$ cat config.mk
export PLATFORM = sky130hd
export DESIGN_NAME = instr_fetch_unit
export DESIGN_NICKNAME = d
export VERILOG_FILES = /design/src/rtl/mtp_pkg.sv /design/src/rtl/fetch_fifo.sv /design/src/rtl/instr_fetch_unit.sv
export SDC_FILE = /design/constraint.sdc
export NUM_CORES = 1
export LEC_CHECK = 0
export ABC_AREA = 1
export BUFFER_PORTS_ARGS = -buffer_cell sky130_fd_sc_hd__buf_2
export CORE_UTILIZATION = 40
export DETAILED_ROUTE_END_ITERATION = 8
export PLACE_DENSITY = 0.59
export SLEW_MARGIN = 20
export SYNTH_ARGS = -nofsm -noshare
export SYNTH_HDL_FRONTEND = slang
export SYNTH_SLANG_ARGS = --single-unit
export TNS_END_PERCENT = 20
$ cat constraint.sdc
create_clock -name clk -period 5.3 [get_ports clk]
set_clock_uncertainty 0.05 [all_clocks]
set_input_delay 0.53 -clock clk [delete_from_list [all_inputs] [get_ports clk]]
set_output_delay 0.53 -clock clk [all_outputs]
set_load 0.005 [all_outputs]
$ cat src/rtl/mtp_pkg.sv
// Shared types and constants for the instruction fetch stage.
package mtp_pkg;

   localparam int DWIDTH = 32;
   localparam int AWIDTH = 16;

   // Decoder treats opcode[18:15]=4'b1111 as a no-op; driven whenever nothing valid is presented.
   localparam logic [DWIDTH-1:0] NOP_INSTR = 32'h0007_8000;

   typedef enum logic {FETCH, DROP} fetch_state_t;

   typedef struct packed {
      logic [AWIDTH-1:0] pc;
      logic [DWIDTH-1:0] instr;
   } fetch_entry_t;

endpackage

$ cat src/rtl/fetch_fifo.sv
// Prefetch FIFO of {pc, instr} entries. Flush wins over push/pop in the same cycle.
module fetch_fifo
   import mtp_pkg::*;
#(
   parameter int DEPTH = 2
) (
   input  logic                   clk,
   input  logic                   rst,
   input  logic                   push_i,
   input  fetch_entry_t           data_i,
   input  logic                   pop_i,
   input  logic                   flush_i,
   output fetch_entry_t           head_o,
   output logic [$clog2(DEPTH):0] count_o,
   output logic                   empty_o,
   output logic                   full_o
);

   localparam int PW = $clog2(DEPTH);
   localparam logic [PW:0] DEPTH_C = (PW+1)'(DEPTH);

   // Pointers carry one extra wrap bit so count is a plain subtraction.
   logic [PW:0]  wr_q, rd_q;
   fetch_entry_t mem_q [DEPTH];

   // Pointer update; flush empties the FIFO regardless of push/pop.
   always_ff @(posedge clk or posedge rst) begin
      if (rst) begin
         wr_q <= '0;
         rd_q <= '0;
      end else if (flush_i) begin
         wr_q <= '0;
         rd_q <= '0;
      end else begin
         if (push_i) wr_q <= wr_q + 1'b1;
         if (pop_i)  rd_q <= rd_q + 1'b1;
      end
   end

   // Storage needs no reset; the pointers define what is valid.
   always_ff @(posedge clk) begin
      if (push_i && !flush_i) mem_q[wr_q[PW-1:0]] <= data_i;
   end

   assign count_o = wr_q - rd_q;
   assign empty_o = (count_o == '0);
   assign full_o  = (count_o == DEPTH_C);
   assign head_o  = mem_q[rd_q[PW-1:0]];

endmodule

$ cat src/rtl/instr_fetch_unit.sv
// Instruction fetch stage: owns the PC, issues single-outstanding memory requests,
// buffers words in a prefetch FIFO and presents them to the decoder.
// Word and address widths come from mtp_pkg (DWIDTH=32, AWIDTH=16).
module instr_fetch_unit
   import mtp_pkg::*;
#(
   parameter int                DEPTH    = 2,
   parameter logic [AWIDTH-1:0] RESET_PC = '0
) (
   input  logic              clk,
   input  logic              rst,
   output logic              imem_req,
   output logic [AWIDTH-1:0] imem_addr,
   input  logic              imem_ack,
   input  logic [DWIDTH-1:0] imem_rdata,
   input  logic              redirect,
   input  logic [AWIDTH-1:0] redirect_pc,
   input  logic              dec_ready,
   output logic              instr_valid,
   output logic [DWIDTH-1:0] instr_out,
   output logic [AWIDTH-1:0] instr_pc
);

   localparam int CW = $clog2(DEPTH) + 1;
   localparam logic [CW-1:0] DEPTH_C = CW'(DEPTH);

   fetch_state_t      state_q, state_d;
   logic [AWIDTH-1:0] pc_q, pc_d;
   logic [AWIDTH-1:0] drop_addr_q, drop_addr_d;
   logic              out_q, out_d;
   logic              started_q;

   fetch_entry_t      fifo_head;
   logic [CW-1:0]     fifo_count;
   logic              fifo_empty, fifo_full;
   logic              push, pop, issue;

   // A new request may only start when a FIFO slot is free for it, counting the one in flight.
   assign issue     = (state_q == FETCH) && started_q && !out_q && (fifo_count < DEPTH_C);
   assign imem_req  = (state_q == DROP) || out_q || issue;
   assign imem_addr = (state_q == DROP) ? drop_addr_q : pc_q;

   assign pop       = instr_valid && dec_ready && !redirect;

   // Next-state: PC advance on accepted words, redirect handling and the DROP shadow request.
   always_comb begin
      state_d     = state_q;
      pc_d        = pc_q;
      drop_addr_d = drop_addr_q;
      out_d       = out_q;
      push        = 1'b0;
      case (state_q)
         FETCH: begin
            if (redirect) begin
               pc_d = redirect_pc;
               if (imem_req && !imem_ack) begin
                  // Memory still owes us a word at the old address; hold the request and bin it.
                  state_d     = DROP;
                  drop_addr_d = pc_q;
                  out_d       = 1'b1;
               end else begin
                  out_d = 1'b0;
               end
            end else if (imem_req && imem_ack) begin
               push  = !fifo_full;
               pc_d  = pc_q + 1'b1;
               out_d = 1'b0;
            end else if (imem_req) begin
               out_d = 1'b1;
            end
         end
         DROP: begin
            if (redirect) pc_d = redirect_pc;
            if (imem_ack) begin
               state_d = FETCH;
               out_d   = 1'b0;
            end
         end
         default: state_d = FETCH;
      endcase
   end

   // State, PC and outstanding-request registers.
   always_ff @(posedge clk or posedge rst) begin
      if (rst) begin
         state_q     <= FETCH;
         pc_q        <= RESET_PC;
         drop_addr_q <= RESET_PC;
         out_q       <= 1'b0;
         started_q   <= 1'b0;
      end else begin
         state_q     <= state_d;
         pc_q        <= pc_d;
         drop_addr_q <= drop_addr_d;
         out_q       <= out_d;
         started_q   <= 1'b1;
      end
   end

   fetch_fifo #(.DEPTH(DEPTH)) u_fifo (
      .clk     (clk),
      .rst     (rst),
      .push_i  (push),
      .data_i  ('{pc: pc_q, instr: imem_rdata}),
      .pop_i   (pop),
      .flush_i (redirect),
      .head_o  (fifo_head),
      .count_o (fifo_count),
      .empty_o (fifo_empty),
      .full_o  (fifo_full)
   );

   assign instr_valid = !fifo_empty;
   assign instr_out   = instr_valid ? fifo_head.instr : NOP_INSTR;
   assign instr_pc    = instr_valid ? fifo_head.pc    : '0;

endmodule

==> flow_summary.json <==
{
  "run_status": "finished, final reports clean",
  "ys_ff_latch": 135,
  "cp.required_ns": 4.72,
  "total_power_w": 0.00387,
  "wl_per_cell_um": 14.5,
  "p_per_area_nw_per_um2": 534,
  "layout_commonest_cell": "nand2_1",
  "nets": 783,
  "setup_viol": 0,
  "path_clk_slew_ns": 0.06,
  "num_vias": 4529,
  "syn_area_per_cell_um2": 9.72,
  "clock_latency_ns": 0.41,
  "fmax_ghz": 0.316,
  "crit_path_end_kind": "output pin",
  "tightest_slew_ns": 1.08,
  "area_growth_pct": 21.4,
  "reg2regPathDepth": 6,
  "ir_drop_v": 0.000210,
  "gp_congestion": 0.868,
  "die_height_um": 124,
  "slew_headroom_pct": 28.2,
  "synth_ff_type": "edfxtp_1",
  "post-route-util_pct": 49.9,
  "post_cts_resized": 0,
  "fin_area_um2": 7260,
  "async_reset_ff_share_pct": 28.9,
  "overflow": 0,
  "fin_setup_tns_ns": 0,
  "hold_class": "input port to asynchronous set/reset pin",
  "combPwrFrac_pct": 31.0,
  "power.switching_w": 0.00137,
  "yosysWarnings": 0,
  "min_period_over_period_pct": 59.7,
  "maxCapViolations": 0,
  "hold_viol": 0,
  "avgViaCountPerCell": 4.90,
  "synth_cell_type_count": 26,
  "post_dp_cell_area_um2": 6690,
  "cts_setup_buffers": 0,
  "diodes": 0,
  "leakage_nw": 3.22,
  "r2r_end": "u_fifo.mem_q[1][0]",
  "synth_cells": 615,
  "die_area_um2": 15400,
  "period_needed_ns": 3.17,
  "critPathKind": "flip-flop to output pin",
  "cts_tree": "built",
  "cts.sinks": 135,
  "hold_buffers": 0,
  "start_kind": "flip-flop",
  "grt_max_degree": 52,
  "synth_edf_count": 96,
  "portBuffers": 118,
  "pwr-share-clk_pct": 28.9,
  "clk_path_buf_depth": 2,
  "core-area_um2": 14500,
  "synth_nets": 670,
  "rsz0062_at_grt": "false",
  "drive_gt1_share_pct": 22.8,
  "cts-root-buf": "clkbuf_16",
  "wl_um": 13400,
  "grt_pass1_wl_um": 21800,
  "detail-route-antenna-nets": 0,
  "antenna_found_initial": 0,
  "ios": 119,
  "die_w_um": 124,
  "crit_fanout": 44,
  "maxSlewViolCount": 0,
  "drt_iter0_markers": 381,
  "num_rows": 44,
  "syn_area_um2": 5980,
  "start_util_pct": 41.1,
  "drt-pass1-iter-count": 4,
  "p_int_w": 0.00250,
  "drc": 0,
  "cts_buffers": 17,
  "p_sw_share_pct": 35.4,
  "ys_seq_area_share_pct": 64.6,
  "hpwl_um": 8830,
  "worst-r2r-setup-slack_ns": 2.26,
  "grt_pass1_vias": 4307,
  "power_frac_seq_pct": 40.1,
  "cts-htree-levels": 4,
  "worstPathArrival_ns": 2.59,
  "fin_hold_ws_ns": 0.183,
  "regToRegStartpoint": "state_q",
  "grt_usage_pct": 17.8,
  "layout_common_cells": "nand2_1, buf_2, edfxtp_1"
}
==> worst max-delay path, cell delays in order, from the launching register on <==
cell and delay (ns):
dfrtp_1 0.40, inv_1 0.15, ha_1 0.20, inv_1 0.04
nand2_1 0.08, nand3_2 0.08, nand2_2 0.10, nand2_2 0.14
inv_2 0.61, a21oi_1 0.16, buf_2 0.18
==> registers in the layout, summed over array words and instances, names as in the netlist <==
signal        flops
drop_addr_q      16
out_q             1
pc_q             16
started_q         1
state_q           1
u_fifo.mem_q     96
u_fifo.rd_q       2
u_fifo.wr_q       2
==> stage by stage <==
step,instances,setup WS [ns]
floorplan,615,1.56
finish,925,2.13
detailed placement,893,2.25
global placement,893,2.28
CTS,925,2.06
global route,925,1.88
==> power groups by stage <==
stage          clock network, W  logic (W)  registers (W)
2_1_floorplan                 0   0.000771        0.00150
3_5_place_dp                  0    0.00122        0.00157
4_1_cts                 0.00114    0.00122        0.00155
3_3_place_gp                  0    0.00120        0.00156
5_1_grt                 0.00118    0.00136        0.00158
6_report                0.00112    0.00120        0.00155
==> synth_stat cells, types with 4 or more instances <==
cell type | number | area [µm²]
nand3_1 | 40 | 200
or2_2 | 4 | 25.0
o21ai_0 | 42 | 210
edfxtp_1 | 96 | 2880
buf_2 | 7 | 35.0
a21oi_1 | 48 | 240
nor2_1 | 22 | 82.6
nand2_1 | 229 | 860
clkbuf_1 | 14 | 52.6
nand2_2 | 4 | 25.0
o21ai_1 | 4 | 20.0
dfrtp_1 | 39 | 976
inv_1 | 40 | 150
==> per-layer routing <==
layer  routed length, µm  GRT usage (%)
met5                   0              0
met1                6560           25.9
met3                 828           5.13
met4                  72           4.89
met2                5910           25.8
==> final cells by class <==
cell class,count,area (µm²)
Fill cell,1358,7280
Sequential cell,135,3860
Multi-Input combinational cell,409,1820
Timing Repair Buffer,122,621
Clock buffer,18,429
Tap cell,184,230
Inverter,43,161
Clock inverter,14,134
==> worst max path at each step <==
stage / from / end / cells after the start
2_1_floorplan: u_fifo.wr_q[0] / u_fifo.mem_q[1][0] / 11
3_3_place_gp: state_q / u_fifo.mem_q[1][22] / 6
3_5_place_dp: state_q / u_fifo.mem_q[1][22] / 6
4_1_cts: u_fifo.wr_q[0] / instr_pc[8] / 10
5_1_grt: u_fifo.wr_q[0] / instr_pc[8] / 10
6_report: u_fifo.wr_q[0] / instr_pc[8] / 10
==> cells by family after synthesis <==
family / count (synthesis) / share of synthesized area (%)
AO/OA/AOI/OAI: 94 / 7.87
flip-flops: 135 / 64.6
XOR/XNOR: 3 / 0.440
AND/OR/NAND/NOR: 309 / 21.5
adder cells (fa/ha/maj): 2 / 0.419
other: 1 / 0.0627
buffers and inverters: 71 / 5.11
No activity file was read; power rests on OpenSTA's default activity.
